`src/rtl/spi_lcd_slave_if.sv`:
```
// spi_lcd_slave_if: the 4-wire LCD link (SCLK, MOSI, CS, D/C).
//   sclk   : SPI clock, mode 0, asynchronous to the receiver's system clock
//   mosi   : serial data, MSB first
//   cs     : chip select, active-low
//   lcd_rs : D/C line, 0 = command byte, 1 = parameter/data byte
// The master modport drives the link; the slave modport only samples it.
interface spi_lcd_slave_if;
  logic sclk;
  logic mosi;
  logic cs;
  logic lcd_rs;

  modport master (output sclk, mosi, cs, lcd_rs);
  modport slave  (input  sclk, mosi, cs, lcd_rs);
endinterface

```
`src/rtl/spi_lcd_slave.sv`:
```
// spi_lcd_slave: receiving end of the LCD SPI link. Oversamples the link on
// clk, deserializes bytes, decodes the DCS subset (CASET/RASET/RAMWR/SLPOUT/
// SLPIN/DISPON/DISPOFF/SWRESET) and emits addressed RGB565 pixel writes.
// Ports:
//   clk, reset_n       : system clock, async active-low reset
//   spi                : link inputs (slave modport)
//   byte_valid/_data/_is_data : one-cycle strobe per received byte, with D/C
//   cmd_valid/cmd_code : strobe per command byte, last command code
//   pixel_valid/_x/_y/_data   : strobe per complete pixel with its address
//   frame_done         : strobe with the pixel at (XE,YE)
//   sleeping, display_on      : panel state
//   param_err          : sticky, set when a CASET/RASET window is rejected
module spi_lcd_slave #(
  parameter int X_W     = 9,
  parameter int Y_W     = 9,
  parameter int MAX_COL = 239,
  parameter int MAX_ROW = 319
) (
  input  logic           clk,
  input  logic           reset_n,
  spi_lcd_slave_if.slave spi,
  output logic           byte_valid,
  output logic [7:0]     byte_data,
  output logic           byte_is_data,
  output logic           cmd_valid,
  output logic [7:0]     cmd_code,
  output logic           pixel_valid,
  output logic [X_W-1:0] pixel_x,
  output logic [Y_W-1:0] pixel_y,
  output logic [15:0]    pixel_data,
  output logic           frame_done,
  output logic           sleeping,
  output logic           display_on,
  output logic           param_err
);

  typedef enum logic [2:0] {ST_IDLE, ST_CASET, ST_RASET, ST_RAMWR, ST_IGNORE} state_e;

  // Front end
  logic [1:0] sclk_sync_q, sclk_sync_d, mosi_sync_q, mosi_sync_d;
  logic [1:0] cs_sync_q, cs_sync_d, rs_sync_q, rs_sync_d;
  logic       sclk_prev_q, sclk_prev_d;
  logic [7:0] shift_q, shift_d;
  logic [2:0] bit_cnt_q, bit_cnt_d;
  logic       byte_valid_q, byte_valid_d, byte_is_data_q, byte_is_data_d;
  logic [7:0] byte_data_q, byte_data_d;
  // Decoder
  state_e         state_q, state_d;
  logic [1:0]     param_cnt_q, param_cnt_d;
  logic [23:0]    params_q, params_d;
  logic [X_W-1:0] xs_q, xs_d, xe_q, xe_d, x_q, x_d, pix_x_q, pix_x_d;
  logic [Y_W-1:0] ys_q, ys_d, ye_q, ye_d, y_q, y_d, pix_y_q, pix_y_d;
  logic           phase_lo_q, phase_lo_d;
  logic [7:0]     pix_hi_q, pix_hi_d, cmd_code_q, cmd_code_d;
  logic [15:0]    pix_data_q, pix_data_d;
  logic           cmd_valid_q, cmd_valid_d, pixel_valid_q, pixel_valid_d;
  logic           frame_done_q, frame_done_d;
  logic           sleeping_q, sleeping_d, display_on_q, display_on_d;
  logic           param_err_q, param_err_d;

  logic        sclk_rise;
  logic [15:0] win_start, win_end;

  always_comb begin
    sclk_sync_d    = {sclk_sync_q[0], spi.sclk};
    mosi_sync_d    = {mosi_sync_q[0], spi.mosi};
    cs_sync_d      = {cs_sync_q[0], spi.cs};
    rs_sync_d      = {rs_sync_q[0], spi.lcd_rs};
    sclk_prev_d    = sclk_sync_q[1];
    shift_d        = shift_q;
    bit_cnt_d      = bit_cnt_q;
    byte_valid_d   = 1'b0;
    byte_data_d    = byte_data_q;
    byte_is_data_d = byte_is_data_q;
    state_d        = state_q;
    param_cnt_d    = param_cnt_q;
    params_d       = params_q;
    xs_d           = xs_q;
    xe_d           = xe_q;
    ys_d           = ys_q;
    ye_d           = ye_q;
    x_d            = x_q;
    y_d            = y_q;
    pix_x_d        = pix_x_q;
    pix_y_d        = pix_y_q;
    phase_lo_d     = phase_lo_q;
    pix_hi_d       = pix_hi_q;
    pix_data_d     = pix_data_q;
    cmd_code_d     = cmd_code_q;
    cmd_valid_d    = 1'b0;
    pixel_valid_d  = 1'b0;
    frame_done_d   = 1'b0;
    sleeping_d     = sleeping_q;
    display_on_d   = display_on_q;
    param_err_d    = param_err_q;

    sclk_rise = sclk_sync_q[1] & ~sclk_prev_q;
    // The 4th param byte completes the 16-bit end coordinate.
    win_start = params_q[23:8];
    win_end   = {params_q[7:0], byte_data_q};

    // Deserializer: a deasserted CS drops any partial byte.
    if (cs_sync_q[1]) begin
      bit_cnt_d = 3'd0;
    end else if (sclk_rise) begin
      shift_d   = {shift_q[6:0], mosi_sync_q[1]};
      bit_cnt_d = bit_cnt_q + 3'd1;
      if (bit_cnt_q == 3'd7) begin
        byte_valid_d   = 1'b1;
        byte_data_d    = {shift_q[6:0], mosi_sync_q[1]};
        byte_is_data_d = rs_sync_q[1];
      end
    end

    // Decoder works on the registered byte, hence one cycle behind byte_valid.
    if (byte_valid_q) begin
      if (!byte_is_data_q) begin
        cmd_valid_d = 1'b1;
        cmd_code_d  = byte_data_q;
        param_cnt_d = 2'd0;
        phase_lo_d  = 1'b0;
        state_d     = ST_IGNORE;
        case (byte_data_q)
          8'h2A: state_d = ST_CASET;
          8'h2B: state_d = ST_RASET;
          8'h2C: begin
            state_d = ST_RAMWR;
            x_d     = xs_q;
            y_d     = ys_q;
          end
          8'h11: sleeping_d   = 1'b0;
          8'h10: sleeping_d   = 1'b1;
          8'h29: display_on_d = 1'b1;
          8'h28: display_on_d = 1'b0;
          8'h01: begin
            xs_d         = '0;
            xe_d         = X_W'(MAX_COL);
            ys_d         = '0;
            ye_d         = Y_W'(MAX_ROW);
            sleeping_d   = 1'b1;
            display_on_d = 1'b0;
            param_err_d  = 1'b0;
            state_d      = ST_IDLE;
          end
          default: ;
        endcase
      end else begin
        case (state_q)
          ST_CASET, ST_RASET: begin
            if (param_cnt_q != 2'd3) begin
              params_d    = {params_q[15:0], byte_data_q};
              param_cnt_d = param_cnt_q + 2'd1;
            end else begin
              param_cnt_d = 2'd0;
              state_d     = ST_IGNORE;
              if (state_q == ST_CASET) begin
                if (win_start > win_end || win_end > 16'(MAX_COL)) begin
                  param_err_d = 1'b1;
                end else begin
                  xs_d = win_start[X_W-1:0];
                  xe_d = win_end[X_W-1:0];
                end
              end else begin
                if (win_start > win_end || win_end > 16'(MAX_ROW)) begin
                  param_err_d = 1'b1;
                end else begin
                  ys_d = win_start[Y_W-1:0];
                  ye_d = win_end[Y_W-1:0];
                end
              end
            end
          end
          ST_RAMWR: begin
            if (!phase_lo_q) begin
              pix_hi_d   = byte_data_q;
              phase_lo_d = 1'b1;
            end else begin
              phase_lo_d    = 1'b0;
              pixel_valid_d = 1'b1;
              pix_x_d       = x_q;
              pix_y_d       = y_q;
              pix_data_d    = {pix_hi_q, byte_data_q};
              // Raster scan inside the window, wrapping to (XS,YS).
              if (x_q != xe_q) begin
                x_d = x_q + X_W'(1);
              end else begin
                x_d = xs_q;
                if (y_q != ye_q) begin
                  y_d = y_q + Y_W'(1);
                end else begin
                  y_d          = ys_q;
                  frame_done_d = 1'b1;
                end
              end
            end
          end
          default: ; // data in IDLE/IGNORE is dropped
        endcase
      end
    end
  end

  always_ff @(posedge clk or negedge reset_n) begin
    if (!reset_n) begin
      sclk_sync_q    <= '0;
      mosi_sync_q    <= '0;
      cs_sync_q      <= 2'b11;
      rs_sync_q      <= '0;
      sclk_prev_q    <= 1'b0;
      shift_q        <= '0;
      bit_cnt_q      <= '0;
      byte_valid_q   <= 1'b0;
      byte_data_q    <= '0;
      byte_is_data_q <= 1'b0;
      state_q        <= ST_IDLE;
      param_cnt_q    <= '0;
      params_q       <= '0;
      xs_q           <= '0;
      xe_q           <= X_W'(MAX_COL);
      ys_q           <= '0;
      ye_q           <= Y_W'(MAX_ROW);
      x_q            <= '0;
      y_q            <= '0;
      pix_x_q        <= '0;
      pix_y_q        <= '0;
      phase_lo_q     <= 1'b0;
      pix_hi_q       <= '0;
      pix_data_q     <= '0;
      cmd_code_q     <= '0;
      cmd_valid_q    <= 1'b0;
      pixel_valid_q  <= 1'b0;
      frame_done_q   <= 1'b0;
      sleeping_q     <= 1'b1;
      display_on_q   <= 1'b0;
      param_err_q    <= 1'b0;
    end else begin
      sclk_sync_q    <= sclk_sync_d;
      mosi_sync_q    <= mosi_sync_d;
      cs_sync_q      <= cs_sync_d;
      rs_sync_q      <= rs_sync_d;
      sclk_prev_q    <= sclk_prev_d;
      shift_q        <= shift_d;
      bit_cnt_q      <= bit_cnt_d;
      byte_valid_q   <= byte_valid_d;
      byte_data_q    <= byte_data_d;
      byte_is_data_q <= byte_is_data_d;
      state_q        <= state_d;
      param_cnt_q    <= param_cnt_d;
      params_q       <= params_d;
      xs_q           <= xs_d;
      xe_q           <= xe_d;
      ys_q           <= ys_d;
      ye_q           <= ye_d;
      x_q            <= x_d;
      y_q            <= y_d;
      pix_x_q        <= pix_x_d;
      pix_y_q        <= pix_y_d;
      phase_lo_q     <= phase_lo_d;
      pix_hi_q       <= pix_hi_d;
      pix_data_q     <= pix_data_d;
      cmd_code_q     <= cmd_code_d;
      cmd_valid_q    <= cmd_valid_d;
      pixel_valid_q  <= pixel_valid_d;
      frame_done_q   <= frame_done_d;
      sleeping_q     <= sleeping_d;
      display_on_q   <= display_on_d;
      param_err_q    <= param_err_d;
    end
  end

  assign byte_valid   = byte_valid_q;
  assign byte_data    = byte_data_q;
  assign byte_is_data = byte_is_data_q;
  assign cmd_valid    = cmd_valid_q;
  assign cmd_code     = cmd_code_q;
  assign pixel_valid  = pixel_valid_q;
  assign pixel_x      = pix_x_q;
  assign pixel_y      = pix_y_q;
  assign pixel_data   = pix_data_q;
  assign frame_done   = frame_done_q;
  assign sleeping     = sleeping_q;
  assign display_on   = display_on_q;
  assign param_err    = param_err_q;

endmodule
```
`src/flat_wrapper.sv`:
```
// flat-port wrapper written by rule: the top's interface ports become plain ports
module spi_lcd_slave_flat 
#(
  parameter int X_W     = 9,
  parameter int Y_W     = 9,
  parameter int MAX_COL = 239,
  parameter int MAX_ROW = 319
)
  (clk, reset_n, byte_valid, byte_data, byte_is_data, cmd_valid, cmd_code, pixel_valid, pixel_x, pixel_y, pixel_data, frame_done, sleeping, display_on, param_err, spi_sclk, spi_mosi, spi_cs, spi_lcd_rs);
  spi_lcd_slave_if spi_i ();
  input  logic clk;
  input  logic reset_n;
  output logic byte_valid;
  output logic [7:0] byte_data;
  output logic byte_is_data;
  output logic cmd_valid;
  output logic [7:0] cmd_code;
  output logic pixel_valid;
  output logic [X_W-1:0] pixel_x;
  output logic [Y_W-1:0] pixel_y;
  output logic [15:0] pixel_data;
  output logic frame_done;
  output logic sleeping;
  output logic display_on;
  output logic param_err;
  input wire logic [$bits(spi_i.sclk)-1:0] spi_sclk;
  input wire logic [$bits(spi_i.mosi)-1:0] spi_mosi;
  input wire logic [$bits(spi_i.cs)-1:0] spi_cs;
  input wire logic [$bits(spi_i.lcd_rs)-1:0] spi_lcd_rs;
  assign spi_i.sclk = spi_sclk;
  assign spi_i.mosi = spi_mosi;
  assign spi_i.cs = spi_cs;
  assign spi_i.lcd_rs = spi_lcd_rs;
  spi_lcd_slave #(.X_W(X_W), .Y_W(Y_W), .MAX_COL(MAX_COL), .MAX_ROW(MAX_ROW)) u_core (.clk(clk), .reset_n(reset_n), .spi(spi_i), .byte_valid(byte_valid), .byte_data(byte_data), .byte_is_data(byte_is_data), .cmd_valid(cmd_valid), .cmd_code(cmd_code), .pixel_valid(pixel_valid), .pixel_x(pixel_x), .pixel_y(pixel_y), .pixel_data(pixel_data), .frame_done(frame_done), .sleeping(sleeping), .display_on(display_on), .param_err(param_err));
endmodule
```
`config.mk`:
```
export PLATFORM = sky130hd
export DESIGN_NAME = spi_lcd_slave_flat
export DESIGN_NICKNAME = d
export VERILOG_FILES = /design/src/rtl/spi_lcd_slave_if.sv /design/src/rtl/spi_lcd_slave.sv /design/src/flat_wrapper.sv
export SDC_FILE = /design/constraint.sdc
export NUM_CORES = 1
export LEC_CHECK = 0
export BUFFER_PORTS_ARGS = -buffer_cell sky130_fd_sc_hd__buf_2
export CORE_UTILIZATION = 54
export CTS_BUF_LIST = sky130_fd_sc_hd__clkbuf_16
export DETAILED_ROUTE_END_ITERATION = 6
export GPL_ROUTABILITY_DRIVEN = 0
export GPL_TIMING_DRIVEN = 0
export PLACE_DENSITY = 0.72
export SLEW_MARGIN = 10
export SYNTH_ARGS = -nofsm -noshare
export SYNTH_HDL_FRONTEND = slang
export SYNTH_SLANG_ARGS = --single-unit
export TNS_END_PERCENT = 5
```
`constraint.sdc`:
```
create_clock -name clk -period 4.3 [get_ports clk]
set_clock_uncertainty 0.2 [all_clocks]
set_input_delay 0.43 -clock clk [delete_from_list [all_inputs] [get_ports clk]]
set_output_delay 0.43 -clock clk [all_outputs]
set_load 0.005 [all_outputs]
```
==> flow_metrics.py, run 1 <==
metrics = {
    "outcome": {
        "outcome": "completed",
    },
    "hold_path": {
        "holdPathStages": 0,
        "hp-class": "flip-flop to flip-flop",
        "min_to": "u_core.sclk_sync_q[1]$_DFF_PN0_",
        "worstHoldStart": "u_core.sclk_sync_q[0]$_DFF_PN0_",
    },
    "synth": {
        "synthTopCellsByArea": "dfrtp_1 49%, nand2_1 8.0%, dfstp_2 5.7%, mux2_2 4.5%, o21ai_0 4.0%",
        "ys_types": 69,
        "yosysTopAreaCellShare_pct": 48.5,
        "synth-edff-count": 0,
        "synth_fp_nets": 787,
        "synth_fa_ha_area_share_pct": 3.35,
        "synthFlopType": "dfrtp_1",
        "synthTopCellsByCount": "167 x nand2_1, 152 x dfrtp_1, 63 x o21ai_0",
        "yosys.area_share.simple_pct": 16.9,
        "syn_avg_cell_area_um2": 10.3,
        "synth-seq-cells": 169,
        "synthesis.area_um2": 7840,
        "synth_xor_area_share_pct": 2.35,
        "yosysWarningCount": 0,
        "yosysSeqAreaShare_pct": 54.2,
        "synth_area_leader_cell": "dfrtp_1",
        "synthCells": 760,
        "synth_compound_area_share_pct": 13.9,
        "synthMuxAreaShare_pct": 5.22,
        "synth_most_common_cell": "nand2_1",
        "synth_top_family_by_area": "simple AND/OR/NAND/NOR gates",
        "async_reset_ff_share_pct": 100,
    },
    "global_route": {
        "track_usage_pct": 27.2,
        "grt_pass1_vias": 5876,
        "grt_pass1_wl_um": 30400,
        "antenna_found_initial": 0,
        "grt_max_degree": 109,
        "grt-ovfl-total": 0,
    },
    "worst_setup_path": {
        "critPathCaptureType": "flip-flop",
        "worstReg2RegEnd": "u_core.xe_q[4]$_DFFE_PN0P_",
        "slowest_stage": "dfrtp_1",
        "cp_max_fo": 10,
        "r2r-start": "u_core.byte_data[5]$_DFFE_PN0P_",
        "reg2reg_depth": 11,
        "path_cells": "inv_1, ha_1, nand4_1, or4_1, a21o_1, a31oi_4, nand2b_1, buf_6, buf_12, nand3_1, o311ai_1",
        "cp.arrival_ns": 3.24,
        "critical_path.startpoint_type": "flip-flop",
        "path_class": "flip-flop to flip-flop",
        "critPathRequiredTime_ns": 4.42,
        "max_stage_delay_ns": 0.56,
        "r2r_setup_slack_ns": 1.17,
    },
    "clock_network": {
        "cts_tree": "done",
        "max-clock-path-buffers": 2,
        "root_buffer": "clkbuf_16",
        "clk_pin_slew_worst_paths_ns": 0.06,
        "ctsResizeCount": 0,
        "cts_made_buffers": 17,
        "insertion_delay_ns": 0.43,
        "htreeDepth": 4,
        "clock-sinks": 169,
    },
    "routing": {
        "vias": 6039,
        "wire_per_inst_um": 18.2,
        "ant_nets": 0,
        "drt-total-wl_um": 19000,
        "via_per_inst": 5.80,
        "drc": 0,
        "dr.pass1.iters": 5,
        "drt_iter0_markers": 529,
    },
    "sta": {
        "rsz0062_at_grt": "false",
        "max_clock_freq_ghz": 0.320,
        "hold_viol": 0,
        "slew_viol_final": 0,
        "period_needed_ns": 3.13,
        "setup_viol": 0,
        "tns_ns": 0,
        "worstMarginPinSlew_ns": 0.848,
        "slew-limit-headroom_pct": 43.2,
        "whs_ns": 0.149,
        "fin_crit_sh_pct": 72.7,
    },
    "placement": {
        "place.port_buffers": 63,
        "placed_area_um2": 8420,
        "dp.cells": 1004,
        "hpwl_um": 13200,
    },
    "die": {
        "num_io_pins": 64,
        "fp-row-count": 43,
        "core_area_um2": 14000,
        "dieArea_um2": 15000,
        "die_h_um": 123,
        "die_w_um": 123,
        "initial_core_util_pct": 55.8,
    },
    "power": {
        "power.leakage_nw": 4.52,
        "powerDensity_nw_per_um2": 369,
        "ir_drop_v": 0.000372,
    },
    "flow_run": {
        "maxCapViolCount": 0,
    },
    "finish": {
        "insertedDiodeCount": 0,
        "fin_cells": 1041,
        "area_delta_synth_final_pct": 16.1,
        "fin_area_um2": 9110,
        "drive_gt1_share_pct": 22.3,
        "final_nets": 875,
    },
}
[placed cells by master, fill, tap and decap left out, types with 15 or more instances in the layout]
master	count
nand3_1	15
o21ai_0	63
dfstp_2	17
nor2_1	21
mux2_2	31
buf_2	70
a21oi_1	29
clkbuf_1	24
nand2_1	167
ha_1	21
clkbuf_16	17
xor2_1	17
inv_1	26
dfrtp_1	152
[metal layers]
metal	share of wire (%)	wire length (µm)	track usage [%]	vias up
met5	0	0	0	-
li1	-	-	-	2831
met2	49	9280	44.5	199
met3	5.4	1020	6.83	34
met1	43	8210	34.6	2975
met4	2.4	462	11.1	0
[power breakdown]
| part | internal (mW) | total [mW] | switching, mW |
|---|---|---|---|
| clock network | 0.986 | 1.64 | 0.656 |
| logic | 0.0309 | 0.0714 | 0.0405 |
| registers | 1.62 | 1.64 | 0.0214 |
| total | 2.64 | 3.36 | 0.718 |
[kinds of logic (layout without fill, tap and decap cells)]
kind of cell / count (synthesis) / after routing
buffers and inverters: 70 / 171
xor gates and xnor gates: 21 / 21
adders and majority gates: 21 / 21
AOI/OAI and AO/OA: 166 / 166
DFF: 169 / 169
and+or+nand+nor: 276 / 276
muxes: 37 / 37
[how the worst max path moves through the flow]
stage,endpoint,from,slack [ns],cells after the start
final,u_core.xe_q[4]$_DFFE_PN0P_,u_core.byte_data[5]$_DFFE_PN0P_,1.17,11
after detailed placement,u_core.xe_q[4]$_DFFE_PN0P_,u_core.byte_data[4]$_DFFE_PN0P_,1.20,11
after global routing,u_core.xe_q[4]$_DFFE_PN0P_,u_core.byte_data[6]$_DFFE_PN0P_,1.05,11
after CTS,u_core.xe_q[4]$_DFFE_PN0P_,u_core.byte_data[4]$_DFFE_PN0P_,1.19,11
after global placement,u_core.pix_hi_q[4]$_DFFE_PN0P_,reset_n,0.15,1
after floorplan,u_core.xe_q[4]$_DFFE_PN0P_,u_core.byte_data[7]$_DFFE_PN0P_,1.72,11
[critical path, delay by kind of cell, from the launching register on]
family,cells,cell delay (ns)
compound gates,3,0.57
buf+inv,3,0.55
simple gates,4,0.76
flops,1,0.56
fa+ha+maj,1,0.39
[timing repair]
item                      4_1_cts  5_1_grt
hold endpoints to repair       60        0
buffers inserted                0        0
hold buffers                    5        0
[flip-flops by register name, summed over array words and instances, names as in the netlist, 3 cells and up]
register           flops
u_core.bit_cnt_q       3
u_core.byte_data       8
u_core.cmd_code        8
u_core.params_q       24
u_core.pix_hi_q        8
u_core.pixel_data     16
u_core.pixel_x         9
u_core.pixel_y         9
u_core.shift_q         7
u_core.state_q         3
u_core.x_q             9
u_core.xe_q            9
u_core.xs_q            9
u_core.y_q             9
u_core.ye_q            9
u_core.ys_q            9
[per-stage QoR]
stage | utilization (%) | setup slack (ns) | power (mW)
CTS | 64.9 | 1.19 | 3.38
global placement | 59.7 | 0.153 | 1.73
finish | 64.9 | 1.17 | 3.36
detailed placement | 60.0 | 1.20 | 1.74
global route | 64.9 | 1.05 | 3.45
floorplan | - | 1.72 | 1.70
[area by class of cell]
cell class	instances	area [µm²]
fill	1097	4930
sequential	169	4250
multi-input combinational	521	3260
clock buffer	17	425
timing repair buffer	69	403
tap	180	225
buffer	41	218
clock inverter	15	213
inverter	29	109
No activity file was read; power rests on OpenSTA's default activity.
==> inputs of run 2 (changes only) <==
- PLACE_DENSITY: 0.72 -> 0.75
- clock period: 4.3 -> 2.8 ns (I/O delays scaled with it)
==> flow_metrics.py, run 2 (same netlist as run 1, synthesis figures left out) <==
metrics = {
    "clock_network": {
        "cts_made_buffers": 17,
        "cts_tree": "done",
        "clk_pin_slew_worst_paths_ns": 0.07,
        "insertion_delay_ns": 0.43,
        "max-clock-path-buffers": 2,
        "clock-sinks": 169,
        "htreeDepth": 4,
        "root_buffer": "clkbuf_16",
    },
    "sta": {
        "setup_slack_ns": -0.0157,
        "setup_viol": 1,
        "slew_viol_final": 0,
        "rsz0062_at_grt": "true",
        "max_clock_freq_ghz": 0.355,
        "fin_crit_sh_pct": 101,
        "hold_viol": 0,
        "worstMarginPinSlew_ns": 0.942,
        "whs_ns": 0.149,
        "slew-limit-headroom_pct": 37.0,
        "period_needed_ns": 2.82,
    },
    "finish": {
        "fin_area_um2": 9220,
        "final_cell_mix": "165 x nand2_1, 147 x dfrtp_1, 70 x buf_2",
        "insertedDiodeCount": 0,
        "top_register": "u_core.params_q",
        "final_nets": 879,
        "area_delta_synth_final_pct": 17.5,
        "drive_gt1_share_pct": 24.6,
        "fin_util_pct": 65.6,
        "layout.cells.most_common": "nand2_1",
        "largest_reg_flops": 24,
    },
    "power": {
        "powerDensity_nw_per_um2": 544,
        "p_total_mw": 5.01,
        "ir_drop_v": 0.000500,
        "power.leakage_nw": 4.55,
    },
    "worst_setup_path": {
        "crit_path_start": "u_core.byte_data[7]$_DFFE_PN0P_",
        "path_class": "flip-flop to flip-flop",
        "r2r-start": "u_core.byte_data[7]$_DFFE_PN0P_",
        "cp.arrival_ns": 2.93,
        "cp_max_fo": 10,
        "critPathCaptureType": "flip-flop",
        "critical_path.startpoint_type": "flip-flop",
        "critPathRequiredTime_ns": 2.92,
    },
    "routing": {
        "ant_nets": 0,
        "drt-total-wl_um": 19400,
        "drc": 0,
        "dr.pass1.iters": 6,
        "drt_iter0_markers": 772,
        "wire_per_inst_um": 18.6,
        "via_per_inst": 5.94,
        "vias": 6204,
    },
    "hold_path": {
        "hp-class": "flip-flop to flip-flop",
        "worstHoldStart": "u_core.sclk_sync_q[0]$_DFF_PN0_",
    },
    "die": {
        "fp-row-count": 43,
        "die_w_um": 123,
        "die_h_um": 123,
        "core_area_um2": 14000,
        "num_io_pins": 64,
        "initial_core_util_pct": 55.8,
        "dieArea_um2": 15000,
    },
    "outcome": {
        "outcome": "complete, but fails checks",
        "violations": "negative setup slack",
    },
    "placement": {
        "place.port_buffers": 63,
        "hpwl_um": 13400,
        "pre_cts_slack_ns": -0.296,
        "placed_area_um2": 8420,
    },
    "global_route": {
        "grt_max_degree": 95,
        "grt_pass1_wl_um": 30500,
        "antenna_found_initial": 0,
        "track_usage_pct": 27.1,
        "grt_pass1_vias": 5966,
        "grt-ovfl-total": 0,
    },
    "flow_run": {
        "maxCapViolCount": 0,
    },
}
## run 2: repair_timing
action	4_1_cts	5_1_grt
pin swaps	1	0
hold buffers	5	0
endpoints found under the hold margin	79	0
buffers inserted	5	0
resized for setup	11	11
endpoints found under the setup margin	38	37
## run 2: layer usage
metal | wire, µm | vias to the layer above | part of all wire (%) | track usage (%)
li1 | - | 2823 | - | -
met1 | 8000 | 3070 | 41 | 33.6
met2 | 9650 | 254 | 50 | 44.7
met3 | 1200 | 57 | 6.2 | 6.64
met4 | 572 | 0 | 2.9 | 12.0
met5 | 0 | - | 0 | 0
## run 2: worst max-delay path: stages (launching register included)
cell,delay [ns]
dfrtp_2,0.43
inv_1,0.26
ha_4,0.20
nand4_1,0.11
or4_4,0.42
a21o_1,0.20
a31oi_4,0.26
nand2b_4,0.19
buf_6,0.13
buf_12,0.13
nand3_1,0.08
o311ai_1,0.08
## run 2: worst paths after layout
check                           slack [ns]                         endpoint  cells after the start
min in group asynchronous             0.21    u_core.pixel_x[2]$_DFFE_PN0P_                      2
worst max-delay path                 -0.02       u_core.xe_q[4]$_DFFE_PN0P_                     11
worst min register to register        0.15  u_core.sclk_sync_q[1]$_DFF_PN0_                      0
worst min-delay path                  0.15  u_core.sclk_sync_q[1]$_DFF_PN0_                      0
worst max register to register       -0.02       u_core.xe_q[4]$_DFFE_PN0P_                     11
max in group asynchronous             1.32       u_core.ye_q[4]$_DFFE_PN1P_                      3
## run 2: area by class of cell
cell class	instances	area, µm²
inverters	29	109
multi-input cells	521	3370
repair buffers	74	440
fillers	1070	4830
clock buffers	17	425
plain buffers	40	215
flip-flops and latches	169	4260
clock inverters	15	174
well taps	180	225
## run 2: report_power, final
group / total [mW] / internal [mW] / leakage, nW / switching, mW
logic: 0.108 / 0.0475 / 1.98 / 0.0606
clock network: 2.38 / 1.41 / 0.297 / 0.970
registers: 2.53 / 2.49 / 2.26 / 0.0333
total: 5.01 / 3.95 / 4.55 / 1.06
## run 2: through the flow
| step | instances | TNS [ns] |
|---|---|---|
| floorplan | 760 | 0 |
| global placement | 1003 | -184.29 |
| detailed placement | 1004 | -7.88 |
| CTS | 1045 | 0 |
| global route | 1045 | -1.65 |
| finish | 1045 | -0.0157 |
